===== config.mk =====
export PLATFORM = sky130hd
export DESIGN_NAME = muldiv_seq
export DESIGN_NICKNAME = d
export VERILOG_FILES = /design/src/rtl/muldiv_seq_pkg.sv /design/src/rtl/muldiv_seq_cnt.sv /design/src/rtl/muldiv_seq.sv
export SDC_FILE = /design/constraint.sdc
export NUM_CORES = 1
export LEC_CHECK = 0
export CORE_AREA = 2 2 40 42
export CTS_BUF_LIST = sky130_fd_sc_hd__clkbuf_8
export CTS_CLUSTER_SIZE = 40
export DETAILED_ROUTE_END_ITERATION = 8
export DIE_AREA = 0 0 42 44
export GPL_TIMING_DRIVEN = 0
export PLACE_DENSITY_LB_ADDON = 0.05
export SETUP_SLACK_MARGIN = 0.2
export SYNTH_ARGS = -nofsm -noshare
export SYNTH_HDL_FRONTEND = slang
export SYNTH_SLANG_ARGS = --single-unit

===== constraint.sdc =====
create_clock -name clk -period 6.12 [get_ports clk]
set_clock_uncertainty 0.05 [all_clocks]
set_input_delay 0.918 -clock clk [delete_from_list [all_inputs] [get_ports clk]]
set_output_delay 0.918 -clock clk [all_outputs]
set_load 0.03 [all_outputs]

===== src/rtl/muldiv_seq_pkg.sv =====
// Shared encodings for the mult/div sequencer; the op and HI/LO source
// encodings are also used by the main control FSM.
package muldiv_seq_pkg;

  typedef enum logic [2:0] {
    S_IDLE     = 3'd0,
    S_MULT_RUN = 3'd1,
    S_DIV_RUN  = 3'd2,
    S_WRITE    = 3'd3,
    S_EXCP     = 3'd4
  } state_t;

  localparam logic OP_MULT = 1'b0;
  localparam logic OP_DIV  = 1'b1;

  localparam logic HILO_SRC_MULT = 1'b0;
  localparam logic HILO_SRC_DIV  = 1'b1;

  function automatic logic hilo_src_for(input logic op);
    return (op == OP_DIV) ? HILO_SRC_DIV : HILO_SRC_MULT;
  endfunction

endpackage


===== src/rtl/muldiv_seq_cnt.sv =====
// Loadable down-counter that times the mult/div run phase.
module muldiv_seq_cnt #(
  parameter int CNT_W = 6
) (
  input  logic             clk,
  input  logic             reset,
  input  logic             load,
  input  logic [CNT_W-1:0] value,
  input  logic             dec,
  output logic             is_zero
);

  logic [CNT_W-1:0] cnt;

  always_ff @(posedge clk or posedge reset) begin
    if (reset)     cnt <= '0;
    else if (load) cnt <= value;
    else if (dec)  cnt <= cnt - 1'b1;
  end

  assign is_zero = (cnt == '0);

endmodule


===== src/rtl/muldiv_seq.sv =====
// Mult/div resource sequencer: runs the unit for its cycle budget, then writes HI/LO.
// Build option MULDIV_DIVZERO_EXCP_EN enables the divide-by-zero exception path.
//
// state      | meaning
// S_IDLE     | waiting for start; hi_src/lo_src hold last op
// S_MULT_RUN | mult_ctrl high, counting down
// S_DIV_RUN  | div_ctrl high, counting down
// S_WRITE    | hilo_write/done pulse
// S_EXCP     | div_zero_excp pulse (only with MULDIV_DIVZERO_EXCP_EN)
module muldiv_seq
  import muldiv_seq_pkg::*;
#(
  parameter int MULT_CYCLES = 32,
  parameter int DIV_CYCLES  = 32,
  parameter int CNT_W       = 6
) (
  input  logic clk,
  input  logic reset,
  input  logic start,
  input  logic op,
  input  logic divisor_zero,
  input  logic abort,
  output logic mult_ctrl,
  output logic div_ctrl,
  output logic hilo_write,
  output logic hi_src,
  output logic lo_src,
  output logic busy,
  output logic done,
  output logic div_zero_excp
);

  state_t state;
  logic   accept;
  logic   running;
  logic   cnt_zero;
  logic   dz_taken;

  assign accept  = (state == S_IDLE) && start && !abort;
  assign running = (state == S_MULT_RUN) || (state == S_DIV_RUN);

`ifdef MULDIV_DIVZERO_EXCP_EN
  assign dz_taken = divisor_zero;
`else
  logic unused_divisor_zero;
  assign unused_divisor_zero = divisor_zero;
  assign dz_taken = 1'b0;
`endif

  muldiv_seq_cnt #(.CNT_W(CNT_W)) u_cnt (
    .clk     (clk),
    .reset   (reset),
    .load    (accept),
    .value   ((op == OP_DIV) ? CNT_W'(DIV_CYCLES - 1) : CNT_W'(MULT_CYCLES - 1)),
    .dec     (running && !cnt_zero),
    .is_zero (cnt_zero)
  );

  // Outputs are registered alongside the state so they track it exactly.
  always_ff @(posedge clk or posedge reset) begin
    if (reset) begin
      state         <= S_IDLE;
      mult_ctrl     <= 1'b0;
      div_ctrl      <= 1'b0;
      hilo_write    <= 1'b0;
      done          <= 1'b0;
      div_zero_excp <= 1'b0;
      busy          <= 1'b0;
      hi_src        <= HILO_SRC_MULT;
      lo_src        <= HILO_SRC_MULT;
    end else begin
      hilo_write    <= 1'b0;
      done          <= 1'b0;
      div_zero_excp <= 1'b0;
      case (state)
        S_IDLE: begin
          if (accept) begin
            hi_src <= hilo_src_for(op);
            lo_src <= hilo_src_for(op);
            busy   <= 1'b1;
            if (op == OP_MULT) begin
              state     <= S_MULT_RUN;
              mult_ctrl <= 1'b1;
            end else if (dz_taken) begin
              state         <= S_EXCP;
              div_zero_excp <= 1'b1;
            end else begin
              state    <= S_DIV_RUN;
              div_ctrl <= 1'b1;
            end
          end
        end
        S_MULT_RUN, S_DIV_RUN: begin
          if (abort) begin
            state     <= S_IDLE;
            mult_ctrl <= 1'b0;
            div_ctrl  <= 1'b0;
            busy      <= 1'b0;
          end else if (cnt_zero) begin
            state      <= S_WRITE;
            mult_ctrl  <= 1'b0;
            div_ctrl   <= 1'b0;
            hilo_write <= 1'b1;
            done       <= 1'b1;
          end
        end
        default: begin
          state     <= S_IDLE;
          mult_ctrl <= 1'b0;
          div_ctrl  <= 1'b0;
          busy      <= 1'b0;
        end
      endcase
    end
  end

endmodule


# ---- Word-level counts from Yosys, hierarchy flattened
# Cells that the tools add are included.
# W data, S select, Z words.
dict set report classes {
  n_eq_ne 7
  reduce_logical 15
  muxes 22
  addsub 1
}
# op count
set ops {}
lappend ops {{$mux W1} 12}
lappend ops {{$mux W6} 2}
lappend ops {{$mux W3} 3}
lappend ops {{$ne A2 B2 Y1 const B} 4}
lappend ops {{$logic_not A6 Y1} 1}
lappend ops {{$pmux W1 S2} 3}
lappend ops {{$pmux W3 S2} 1}
lappend ops {{$reduce_and A2 Y1} 3}
lappend ops {{$reduce_and A3 Y1} 2}
lappend ops {{$sub A6 B1 Y6 const B} 1}
lappend ops {{$eq A3 B1 Y1 const B} 1}
lappend ops {{$eq A3 B2 Y1 const B} 1}
lappend ops {{$logic_and A1 B1 Y1} 3}
lappend ops {{$logic_not A3 Y1} 1}
lappend ops {{$ne A3 B3 Y1 const B} 1}
lappend ops {{$logic_not A1 Y1} 2}
lappend ops {{$mux W2} 1}
lappend ops {{$reduce_bool A2 Y1} 1}
lappend ops {{$reduce_or A2 Y1} 1}
lappend ops {{$logic_or A1 B1 Y1} 1}
dict set report totals {
  inputBits 6
  ff_bits 14
  word_cells 52
  out_inout_bits 8
}

# ---- Depth between registers and ports, before layout
# Gate-level depths: netlist of run 1.
dict set report depth {
  word_depth 5
  depth_mapped 6
  depth_no_buf 6
}

# ---- Hierarchy
# Synthesis of run 1 repeated with hierarchy kept, for this count alone.
dict set report hier_totals {
  cells_unflattened 80
  area_unflattened_um2 765.7
}
# mod seq_area_each_um2 area_each_um2 n_inst cells_each
set modules_own_cells {}
lappend modules_own_cells {muldiv_seq 175.2 399.1 1 42}
lappend modules_own_cells {muldiv_seq_cnt 150.1 366.6 1 38}

# ---- Worst setup path after synthesis of run 1
# Ideal clock, no wire load.
dict set report synth_timing {
  path_type {reg2reg}
  startpoint {register state[0]}
  endpoint {register u_cnt.cnt[5]}
  n_path_buf 0
  path_stages_with_launch 7
  slack_ns 4.149
  period_less_slack_ns 1.971
  setup_ns 0.128
  t_arrival_ns 1.792
  t_required_ns 5.942
  cell_sequence {dfrtp_1 -> inv_1 -> ha_1 -> or4b_4 -> a2111oi_2 -> xnor2_1 -> nor2_1}
}
dict set report synth_between {
  elab_chain_cells 4
  word_cells_on_any_way 9
  classes_between {eq/ne: 2; mux: 1; reduce/logical: 6}
}
# item line_no
set synth_rtl {}
lappend synth_rtl {{start, declared} muldiv_seq.sv:33} ;# state_t state;
lappend synth_rtl {{start signal, assigned} muldiv_seq.sv:62} ;# state <= S_IDLE;
lappend synth_rtl {{start signal, assigned} muldiv_seq.sv:82} ;# state <= S_MULT_RUN;
lappend synth_rtl {{start signal, assigned} muldiv_seq.sv:85} ;# state <= S_EXCP;
lappend synth_rtl {{$eq A3 B1 Y1, or another cell as far along} muldiv_seq.sv:40} ;# assign running = (state == S_MULT_RUN) || (state == S_DIV_RUN);
lappend synth_rtl {{$logic_or A1 B1 Y1 / $logic_and A1 B1 Y1 (equally long branches)} {muldiv_seq.sv:40, muldiv_seq.sv:39}}
lappend synth_rtl {{$logic_and A1 B1 Y1 (on tied branches)} {muldiv_seq.sv:55, muldiv_seq.sv:39}}
lappend synth_rtl {{$reduce_bool A2 Y1 (no source line) / $mux W6 (equally long branches)} --}
lappend synth_rtl {{end signal, assigned} muldiv_seq_cnt.sv:17} ;# else if (load) cnt <= value;
lappend synth_rtl {{end signal, assigned} muldiv_seq_cnt.sv:18} ;# else if (dec) cnt <= cnt - 1'b1;
lappend synth_rtl {{end, declared} muldiv_seq_cnt.sv:13} ;# logic [CNT_W-1:0] cnt;
# Several ways; a longest one is shown, not always the timed one.
# A chain may end at the register's enable or synchronous reset.

# ---- Worst setup path after layout of run 1
dict set report layout_timing {
  startpoint {register lo_src}
  endpoint {output port lo_src}
}
# item line_no
set layout_rtl {}
lappend layout_rtl {{start, declared} muldiv_seq.sv:27} ;# output logic lo_src,
lappend layout_rtl {{start signal, assigned} muldiv_seq.sv:79} ;# lo_src <= hilo_src_for(op);
# No word-level cell between the ends.

==> flow_results.org, run 1 <==
** Status
- Result of the run :: finished clean

** Synthesis
- After synthesis, the share of flip-flops with an asynchronous set or reset is 100%.
- Most numerous cell in the Yosys netlist :: sky130_fd_sc_hd__dfrtp_1
- Yosys printed 0 warnings.
- Count of state elements after synthesis :: 13
- A synthesized cell averages approximately 9.1 um2.
- Portion of synthesized cell area occupied by the leading cell type :: between 40% and 50%
- The synthesized netlist contains 26 unique library cells.
- After synthesis, the cell types taking the most area are sky130_fd_sc_hd__dfrtp_1, sky130_fd_sc_hd__ha_1, sky130_fd_sc_hd__nand2_1, sky130_fd_sc_hd__nor2_1, sky130_fd_sc_hd__a21oi_1.
- Counting instances in the post-synthesis netlist gives the leading cell types as sky130_fd_sc_hd__dfrtp_1, sky130_fd_sc_hd__nand2_1, sky130_fd_sc_hd__nor2_1.
- The synthesized design contains 0 enable-type register cells.
- Netlist area before placement :: 738 um2
- Counting every net in the synthesized netlist gives between 90 and 100.
- Synthesis produced 81 cells.
- Sequential share of the synthesized area :: around 44%
- Most used DFF post-synth :: sky130_fd_sc_hd__dfrtp_1
- The biggest area contributor in the post-synthesis netlist is sky130_fd_sc_hd__dfrtp_1.

** Clock network
- Counting along the longest clock path gives a buffer depth of 2.
- CTS saw 13 sinks.
- Number of levels the H-tree was split into :: 1
- CTS placed an instance of sky130_fd_sc_hd__clkbuf_8 at the clock tree root.
- Post-CTS setup repair buffer count :: 0
- After clock tree synthesis, the clock-pin slew on the worst setup and hold paths is roughly 0.050 ns.
- CTS tree :: done
- After clock tree synthesis, the flow added hold-fix buffers numbering 0.
- Counting the buffers created by CTS gives 3.
- # resized after CTS :: 0
- At the later pin of the worst-skew pair, clock insertion delay measures 0.24 ns.

** Global route
- Met3 usage :: under 10%
- Overall Global Routing Usage :: about 17%
- The number of antenna violations at the first check in global routing was 0.
- The number of global-route vias before repair was approximately 540.
- Pin count of the biggest net entering global routing :: 14
- The first global-routing pass estimated around 2300 um of wire.
- Met2 Track Usage GR :: ~27%
- The total overflow left after global routing is 0.
- Global routing consumed, on the met1 layer, between 20% and 30% of the routing resources.
- met2 is the most crowded layer.

** Timing
- Final setup vio count :: 0
- The number of hold violations in the final report is 0.
- Timing would allow up to roughly 0.43 GHz.
- Of the available clock period, the critical path in the final layout requires roughly two fifths.
- At the pin with the least slew margin, the transition time is slightly above 0.5 ns.
- Pins over their slew limit :: 0
- In the final timing run, aggregate negative setup slack is 0 ns.
- Min Hold Slack :: about 0.45 ns
- Fin crit period :: 2.34 ns
- Measured against its own limit, the worst slew margin works out to 66.4%.
- Setup repair after global routing missed its margin :: false

** Worst setup path
- The startpoint identified for the worst register-to-register timing path is state[0].
- Counting cells, the worst reg-to-reg path comes to 6.
- Critical path buffers and inverters :: 2
- Total number of cells along the worst setup path :: 2
- The cell family contributing the most delay on the critical path is buffers and inverters.
- Tracing the worst setup path back leads to its startpoint at lo_src.
- In this design, the stage delay of the slowest critical-path cell is roughly 0.65 ns.
- Data on the critical path is required at its endpoint by just over 5 ns.
- Critical path peak fanout :: 3
- Slowest cell on the critical path :: sky130_fd_sc_hd__clkdlybuf4s50_1
- Data arrival, critical path :: ~1.4 ns
- The critical path is of the reg2out type.
- STA classifies the critical path endpoint as an output pin.
- The worst setup path is launched from a flop.
- The critical path goes through buf_4 > clkdlybuf4s50_1.

** Routing
- In the routed design, unresolved DRC markers number 0.
- Post-Route WL :: 1400 um
- Number of design-rule violations left by the first detailed-router iteration :: 14
- For this run, the detailed router's first-pass iteration total came to 4.
- The final route contains between 600 and 700 vias.
- After detailed routing, the number of vias per cell comes to around 5.5.
- In the final routed layout, each cell accounts on average for roughly 13 um.
- Post-route antenna net violation count :: 0

** Finish
- Fraction of final layout cells sized beyond drive strength 1 :: between 10% and 20%
- Final-stage net count :: around 110
- From synthesis to final layout, the design area changed by 23.9%.
- 0 antenna diodes ended up in the layout.

** Power and ir drop
- Largest vdd supply drop :: 0.229 mV
- Power density over the cells :: approximately 440 nW/um2
- After layout, the design draws a total of ~0.4 mW.
- Leak :: 0.411 nW

** Floorplanning
- The initial utilization of the core area, before any placement, comes to a little over half.
- Standard-cell row count :: 14
- Total I/O pin count :: 14
- The floorplan step defined a die boundary enclosing around 1800 um2.
- Die height :: roughly 44 um
- From left edge to right edge, the die measures between 40 and 50 um.
- The region available for standard cell placement spans 1420 um2.

** Run
- Maximum Capacitance Violations :: 0

** Worst hold path
- The worst hold path begins at busy.
- Hold/Removal Path Class :: reg2reg
- Hold-critical path depth :: 2

** Place
- The HPWL after detailed placement is about 1100 um.
- IO Port Bufs :: 11
- At the end of routability-driven placement, the weighted congestion stood at ~0.73.
worst paths after layout:
path,to,slack [ns]
max in group asynchronous,lo_src,4.73
min in group asynchronous,u_cnt.cnt[5],0.95
worst max-delay path,lo_src,3.78
worst min register to register,busy,0.45
worst min-delay path,busy,0.45
worst max register to register,u_cnt.cnt[5],4.00
kinds of logic after synthesis:
kind of cell    Yosys count  synth area share (%)
fa+ha+maj                 4                  6.78
xor+xnor                  1                  1.19
buf+inv                   9                  6.10
simple gates             33                  23.9
compound gates           20                  17.5
other cells               1                 0.508
flops                    13                  44.1
area by class of cell:
class                   count  area (um2)
fillers                   123         504
multi-input cells          59         368
flip-flops and latches     13         325
repair buffers             11         110
clock buffers               3        41.3
plain buffers               3        22.5
inverters                   6        22.5
well taps                  16        20.0
clock inverters             1        5.00
state kept, by name (all words and copies together) (netlist names):
| register | flops |
|---|---|
| done | 1 |
| mult_ctrl | 1 |
| state | 2 |
| div_ctrl | 1 |
| busy | 1 |
| u_cnt.cnt | 6 |
| lo_src | 1 |
worst reg2reg max path: stages (launching register included):
cell and delay [ns]:
sky130_fd_sc_hd__dfrtp_1 0.38, sky130_fd_sc_hd__inv_1 0.06, sky130_fd_sc_hd__ha_1 0.41, sky130_fd_sc_hd__or4b_4 0.52
sky130_fd_sc_hd__a2111oi_2 0.38, sky130_fd_sc_hd__xnor2_1 0.16, sky130_fd_sc_hd__nor2_1 0.05
report_power, final:
group	total (mW)	leakage, nW	switching, mW	internal (mW)
clock	0.0767	0.0255	0.0317	0.0449
combinational	0.186	0.231	0.103	0.0822
sequential	0.136	0.155	0.0226	0.113
per-stage QoR:
stage	std cells	area, um2	util, %	setup WS [ns]
floorplan	81	738	-	4.15
global placement	108	868	61.2	3.75
detailed placement	108	868	61.2	3.75
CTS	112	915	64.5	3.78
global route	112	915	64.5	3.75
finish	112	915	64.5	3.78
layer usage:
metal  routed length [um]  vias up
li1                     -      309
met1                  689      284
met2                  642       19
met3                   64        2
met4                    8        0
met5                    0        -
cell usage in the layout (no fill, tap or decap), drive strengths merged, types with 2 or more instances in the layout:
| cell | instances |
|---|---|
| a21oi | 6 |
| a22o | 2 |
| and3 | 2 |
| buf | 3 |
| clkbuf | 3 |
| clkdlybuf4s50 | 11 |
| dfrtp | 13 |
| ha | 4 |
| inv | 6 |
| nand2 | 9 |
| nand3 | 2 |
| nor2 | 9 |
| nor2b | 3 |
| o21ai | 6 |
| o31ai | 3 |
Power figures use the tool's default switching activity.
==> run 2: changes to the inputs <==
Settings changed: CORE_AREA 2 2 40 42 to 2 2 41 43, DIE_AREA 0 0 42 44 to 0 0 43 45.
Clock period 6.12 ns to 2.2 ns, I/O delays scaled along.
==> flow_results.org, run 2 (synthesis gave the netlist of run 1 again) <==
** Status
- Result of the run :: finished clean

** Finish
- Storage cell area :: 325 um2 (unchanged)
- Most used cells in the layout excluding fill and tap cells :: sky130_fd_sc_hd__dfrtp_1, sky130_fd_sc_hd__clkdlybuf4s50_1, sky130_fd_sc_hd__nor2_1, sky130_fd_sc_hd__nand2_1, sky130_fd_sc_hd__inv_1
- The fill cell instance count of the final layout was 128 (+4.1%).
- The area of combinational cells with multiple inputs came to 398 um2 (+8.2%).
- Relative to the synthesized area, the layout overhead comes to 27.8%.
- Counting flops per register, the top entry is u_cnt.cnt.
- Largest register FFs :: 6 (unchanged)
- Largest registers :: u_cnt.cnt: 6 flops, state: 2 flops
- Leaving out fill and tap cells, the most frequent cell in the layout is sky130_fd_sc_hd__dfrtp_1.
- The total number of nets in the final design was 107 (unchanged).
- The share of final-layout standard cells stronger than drive strength 1 is 14.6% (+1.0 points).
- The number of antenna diodes came to 0 (unchanged).

** Place
- The number of port buffers came to 11 (unchanged).
- The placed wire-length estimate is 1060 um (-0.26%).
- Weighted congestion at the end of routability-driven global placement :: 0.702 (-3.7%)
- Dpl ws :: 0.0597 ns (-3.69 ns)

** Global route
- The global-route wire length before repair is 2370 um (+0.85%).
- The total track usage came to 17.0% (about the same).
- Vias in the first global route :: 558 (+2.6%)
- Antenna violations before repair :: 0 (unchanged)
- The maximum number of pins on one net before global-route repair was 14 (unchanged).
- The global route total overflow was 0 (unchanged).

** Routing
- The remaining antenna violation count came to 0 (unchanged).
- Routed via count divided by cell count :: 5.50 (+0.33%)
- The detailed-route wire length per cell is 13.4 um (+6.6%).
- Drt drc :: 0 (unchanged)
- Number of design-rule violations left by the first detailed-router iteration :: 12 (-2)
- The via count of the routed design was 616 (+0.33%).
- First-pass iteration count of the detailed router :: 3 (-1)
- The total detailed-routing wirelength was 1500 um (+6.6%).

** Worst setup path
- The data arrival time of the worst path is 1.95 ns (+0.58 ns).
- The worst setup path is captured at a flop.
- The logic depth of the worst setup path including buffers came to 6 (+4).
- Largest delay share family, worst path :: simple AND/OR/NAND/NOR gates
- WP data required :: 2.27 ns (-2.88 ns)
- Slowest cell on the critical path :: sky130_fd_sc_hd__or4b_4
- Critical path startpoint category :: flop
- Critical path peak fanout :: 9 (+6)
- Crit Path Category :: reg2reg
- Delay contributed by the slowest stage of the critical path :: 0.50 ns (-0.15 ns)
- The number of cells traversed by the worst register-to-register path is 6 (unchanged).
- Traced cell by cell, the critical path runs through inv_1 > ha_4 > or4b_4 > a2111oi_4 > xnor2_1 > nor2_1.
- The count of buffer and inverter cells on the critical path was 1 (-1).

** Power and ir drop
- The fraction of power spent switching nets came to 39.4% (-0.23 points).
- The switching power summed over all nets came to 0.452 mW (+190%).
- The cell-internal power was 0.696 mW (+190%).
- The highest ir drop seen on vdd was 0.707 mV (+210%).
- Part of the total power dissipated in combinational logic :: 48.5% (+1.9 points)
- Leak :: 0.413 nW (+0.63%)
- The sequential group share of total power was 33.3% (-0.9 points).
- Power density over the cells :: 1220 nW/um2 (+180%)
- The clock share of power is 18.2% (-1.0 points).

** Clock network
- Number of clock buffers inserted by TritonCTS :: 3 (unchanged)
- Count of hold-fix buffers inserted at cts :: 0 (unchanged)
- The maximum root-to-sink buffer count was 2 (unchanged).
- The cell sitting at the root of the clock tree is a sky130_fd_sc_hd__clkbuf_8.
- The number of levels the H-tree was split into came to 1 (unchanged).
- Number of clock sinks :: 13 (unchanged)
- Post-CTS setup repair buffer count :: 0 (unchanged)
- The clock network latency to the later pin of the worst-skew pair is 0.24 ns (about the same).
- The register clock-pin slew on the reported worst setup and hold paths was 0.06 ns (about the same).
- TritonCTS built the clock tree.

** Floorplanning
- The die outline height is 45 um (+2.3%).
- The area of the core was 1470 um2 (+3.7%).
- Horizontal die dimension :: 43 um (+2.4%)
- The number of top-level pins is 14 (unchanged).
- The effective utilization at floorplan is 50.2% (-1.9 points).
- The floorplan row count was 14 (unchanged).
- The die outline area is 1940 um2 (+4.7%).

** Timing
- The number of hold violations in the final report came to 0 (unchanged).
- The sum of negative setup slack came to 0 ns (unchanged).
- Fin crit period :: roughly 1.9 ns
- Final worst path period share :: about 86%
- Based on the critical path, the design can be clocked at up to between 0.5 and 0.6 GHz.
- Pins over their slew limit :: 0 (unchanged)
- The total of endpoints with negative setup slack in the final report was 0 (unchanged).
- Setup repair after global routing left no endpoint under its margin.
- The slack of the critical path is 0.315 ns (-3.47 ns).

** Run
- The max-cap violation count is 0 (unchanged).

** Worst hold path
- In this run the worst hold path is classified as in2async.
[run 2: timing repair]
action	4_1_cts	5_1_grt
gates cloned	0	0
pin swaps	0	1
setup endpoints to repair	1	1
gates resized for setup	3	1
[run 2: worst paths after layout]
path / startpoint / end / slack [ns]
max: state[0] / u_cnt.cnt[5] / 0.32
min: reset / u_cnt.cnt[3] / 0.36
max reg2reg: state[0] / u_cnt.cnt[5] / 0.32
min reg2reg: busy / busy / 0.45
max in group asynchronous: reset / lo_src / 1.41
min in group clk: busy / busy / 0.45
[run 2: layout make-up]
type | count | share of cell area, %
buffer | 3 | 2.39
sequential | 13 | 34.5
clock inverter | 1 | 0.398
tap | 16 | 2.12
clock buffer | 3 | 4.38
inverter | 6 | 2.39
timing repair buffer | 11 | 11.7
multi-input combinational | 59 | 42.2
[run 2: power by group through the flow]
stage                     combinational (mW)  clock (mW)  sequential [mW]
after floorplan                        0.306           0            0.430
after global placement                 0.506           0            0.379
after detailed placement               0.516           0            0.380
after CTS                              0.528       0.212            0.379
after global routing                   0.609       0.229            0.389
final                                  0.557       0.209            0.382
[run 2: metrics by stage]
| stage | hold WS [ns] | std cells | total power, mW | utilization [%] | cell area (um2) |
|---|---|---|---|---|---|
| 3_3_place_gp | 0.434 | 108 | 0.885 | 59.0 | 868 |
| 3_5_place_dp | 0.440 | 108 | 0.895 | 59.0 | 868 |
| 5_1_grt | 0.397 | 112 | 1.23 | 64.1 | 943 |
| 6_report | 0.357 | 112 | 1.15 | 64.1 | 943 |
| 4_1_cts | 0.380 | 112 | 1.12 | 63.4 | 933 |
| 2_1_floorplan | 0.157 | 81 | 0.736 | - | 738 |
[run 2: metal layers]
layer,vias up,GRT usage [%],routed length [um]
met5,-,0,0
met2,13,26.7,688
li1,307,-,-
met1,294,22.2,744
met4,0,7.27,9
met3,2,4.80,55
==> run 3: changes to the inputs <==
Settings changed: CELL_PAD_IN_SITES_DETAIL_PLACEMENT set to 0, CELL_PAD_IN_SITES_GLOBAL_PLACEMENT set to 1, CORE_AREA 2 2 41 43 to 2 2 47 49, DIE_AREA 0 0 43 45 to 0 0 49 51.
==> flow_results.org, run 3 (synthesis gave the netlist of run 1 again) <==
** Global route
- The global route total overflow was 0 (unchanged).
- The global-route wire length before repair was 2750 um (+16%).
- Overall Global Routing Usage :: 14.9% (-2.1 points)
- Pin count of the biggest net entering global routing :: 14 (unchanged)
- Vias in the first global route :: 579 (+3.8%)
- The number of antenna violations at the first check in global routing came to 0 (unchanged).

** Timing
- The final critical-path share of the clock period is 89.3% (+3.7 points).
- In this run the tightest slew margin relative to its limit is about two thirds.
- Pins over their slew limit :: 0 (unchanged)
- For the pin with the worst max-slew slack, the measured transition is 0.518 ns.
- Setup repair after global routing missed its margin :: false
- The worst hold margin is 0.369 ns (+0.0115 ns).
- The total of endpoints with negative setup slack in the final report was 0 (unchanged).
- Sum Neg Setup Slack :: 0 ns (unchanged)
- The maximum achievable frequency is 0.509 GHz (-4.1%).
- The number of hold violations in the final report came to 0 (unchanged).
- The minimum period implied by the final worst setup slack is 1.97 ns (+0.0807 ns).

** Routing
- Drt drc :: 0 (unchanged)
- The detailed-route wire length per cell was 12.7 um (-4.7%).
- The remaining antenna violation count was 0 (unchanged).
- The first-iteration detailed-routing DRC count was 13 (+1).
- Post-Route WL :: 1630 um (+8.9%)
- The via-per-instance ratio was 4.88 (-11%).
- First-pass iteration count of the detailed router :: 4 (+1)
- Routed vias :: 625 (+1.5%)

** Worst setup path
- Delay contributed by the slowest stage of the critical path :: 0.50 ns (about the same)
- Critical path startpoint category :: flop
- The logic depth of the worst setup path including buffers is 6 (unchanged).
- The worst setup path is of the reg2reg kind.
- Largest delay share family, worst path :: simple AND/OR/NAND/NOR gates
- The largest driver fanout on the critical path was 8 (-1).
- Flop-to-flop setup slack :: 0.23 ns (-0.08 ns)
- Among all stages on the critical path, the largest delay is contributed by sky130_fd_sc_hd__or4b_4.
- Capturing element type of the critical path :: flop
- The data arrival time of the worst path came to 2.03 ns (+0.08 ns).
- The critical path goes through inv_1 > ha_4 > or4b_4 > a2111oi_4 > xnor2_1 > nor2_1.
- The count of buffer and inverter cells on the critical path came to 1 (unchanged).
- WP data required :: 2.26 ns (about the same)
- Start of the worst register-to-register path :: state[1]
- The number of cells traversed by the worst register-to-register path came to 6 (unchanged).
- Critical register-to-register path endpoint :: u_cnt.cnt[5]

** Floorplanning
- The die outline width came to 49 um (+14%).
- The die outline area is 2500 um2 (+29%).
- The effective utilization at floorplan is 35.8% (-14 points).
- The die outline height came to 51 um (+13%).
- The floorplan row count came to 17 (+3).
- The area of the core was 2060 um2 (+40%).
- The number of top-level pins came to 14 (unchanged).

** Finish
- From synthesis to final layout, the design area changed by 34.7%.
- ANT cells :: 0 (unchanged)
- The largest registers in the layout are u_cnt.cnt: 6 flops, state: 2 flops.
- Leaving out fill and tap cells, the most frequent cells in the layout are sky130_fd_sc_hd__dfrtp_1, sky130_fd_sc_hd__clkdlybuf4s50_1, sky130_fd_sc_hd__nor2_1, sky130_fd_sc_hd__nand2_1.
- Register bank with the most flops :: u_cnt.cnt
- Final-stage net count :: 111 (+3.7%)
- Largest register FFs :: 6 (unchanged)
- The share of final-layout standard cells stronger than drive strength 1 came to 18.0% (+3.4 points).
- Number of filler instances in the final layout :: 218 (+70%)
- The library cell used most frequently in the layout, excluding fill and tap cells, is sky130_fd_sc_hd__dfrtp_1.

** Power and ir drop
- The highest ir drop seen on vdd was 0.683 mV (-3.4%).
- Power density over the cells :: 1190 nW/um2 (-2.4%)
- The leakage component of the power is 0.433 nW (+4.8%).
- Sum of internal, switching and leakage power :: 1.18 mW (+2.9%)

** Place
- The number of port buffers is 11 (unchanged).
- Sum of net half-perimeters after detailed placement :: 1170 um (+10%)
- Weighted congestion at the end of routability-driven global placement :: 0.735 (+4.8%)

** Clock network
- CTS placed an instance of sky130_fd_sc_hd__clkbuf_8 at the clock tree root.
- The register clock-pin slew on the reported worst setup and hold paths is 0.06 ns (about the same).
- Number of levels the H-tree was split into :: 1 (unchanged)
- Clock insertion delay at the later pin of the skew report :: 0.24 ns (about the same)
- Number of clock sinks :: 13 (unchanged)
- Clock Path Buffers :: 2 (unchanged)
- CTS tree :: done
- The TritonCTS buffer count came to 3 (unchanged).

** Status
- Result of the run :: finished clean

** Run
- Maximum Capacitance Violations :: 0 (unchanged)

** Worst hold path
- In this run the worst hold path is classified as in2async.
==> run 3: changes by cell type in the layout (fill, tap and decap cells not counted), sizes merged <==
cell | before | now
buf | 3 | 7
==> run 3: how the worst max path moves through the flow <==
| stage | slack [ns] | from | endpoint |
|---|---|---|---|
| 5_1_grt | 0.18 | state[0] | u_cnt.cnt[5] |
| 4_1_cts | 0.18 | state[1] | u_cnt.cnt[5] |
| 6_report | 0.23 | state[1] | u_cnt.cnt[5] |
| 3_3_place_gp | 0.06 | state[0] | u_cnt.cnt[5] |
| 2_1_floorplan | 0.23 | state[0] | u_cnt.cnt[5] |
| 3_5_place_dp | 0.05 | state[1] | u_cnt.cnt[5] |
==> run 3: report_power, final <==
group          internal, mW  switching [mW]
Combinational         0.291           0.307
Sequential            0.316          0.0599
Clock                 0.123          0.0851
Total                 0.729           0.452
==> run 3: layer usage <==
metal,global-route usage (%),vias to the layer above,share of wire [%]
li1,-,316,-
met1,21.3,299,52
met2,21.5,8,45
met3,2.92,2,3.0
met4,7.14,0,0.49
met5,0,-,0
==> run 3: repair_timing <==
item / in CTS / in global routing
buffers inserted: 0 / 4
gates cloned: 0 / 0
endpoints found under the setup margin: 2 / 2
resized for setup: 4 / 1
endpoints found under the hold margin: 0 / 0
hold buffers: 0 / 0
pin swaps: 0 / 2
==> run 3: worst register-to-register path: stages (launching register included) <==
cell and delay (ns):
sky130_fd_sc_hd__dfrtp_1 0.36, sky130_fd_sc_hd__inv_1 0.07, sky130_fd_sc_hd__ha_4 0.30, sky130_fd_sc_hd__or4b_4 0.50, sky130_fd_sc_hd__a2111oi_4 0.35, sky130_fd_sc_hd__xnor2_1 0.16
sky130_fd_sc_hd__nor2_1 0.06
==> run 3: metrics by stage <==
stage | std cells | cell area (um2) | setup WS (ns) | utilization, %
after global placement | 120 | 883 | 0.0554 | 42.8
after floorplan | 81 | 738 | 0.229 | -
after detailed placement | 120 | 883 | 0.0463 | 42.8
after global routing | 128 | 995 | 0.183 | 48.2
after CTS | 124 | 958 | 0.177 | 46.5
final | 128 | 995 | 0.234 | 48.2
==> run 3: cell type report <==
class,count,area [um2],share of cell area [%]
Buffer,3,22.5,2.26
Clock buffer,3,41.3,4.15
Clock inverter,1,3.75,0.377
Inverter,6,22.5,2.26
Multi-Input combinational cell,59,404,40.6
Sequential cell,13,325,32.7
Tap cell,28,35.0,3.52
Timing Repair Buffer,15,140,14.1
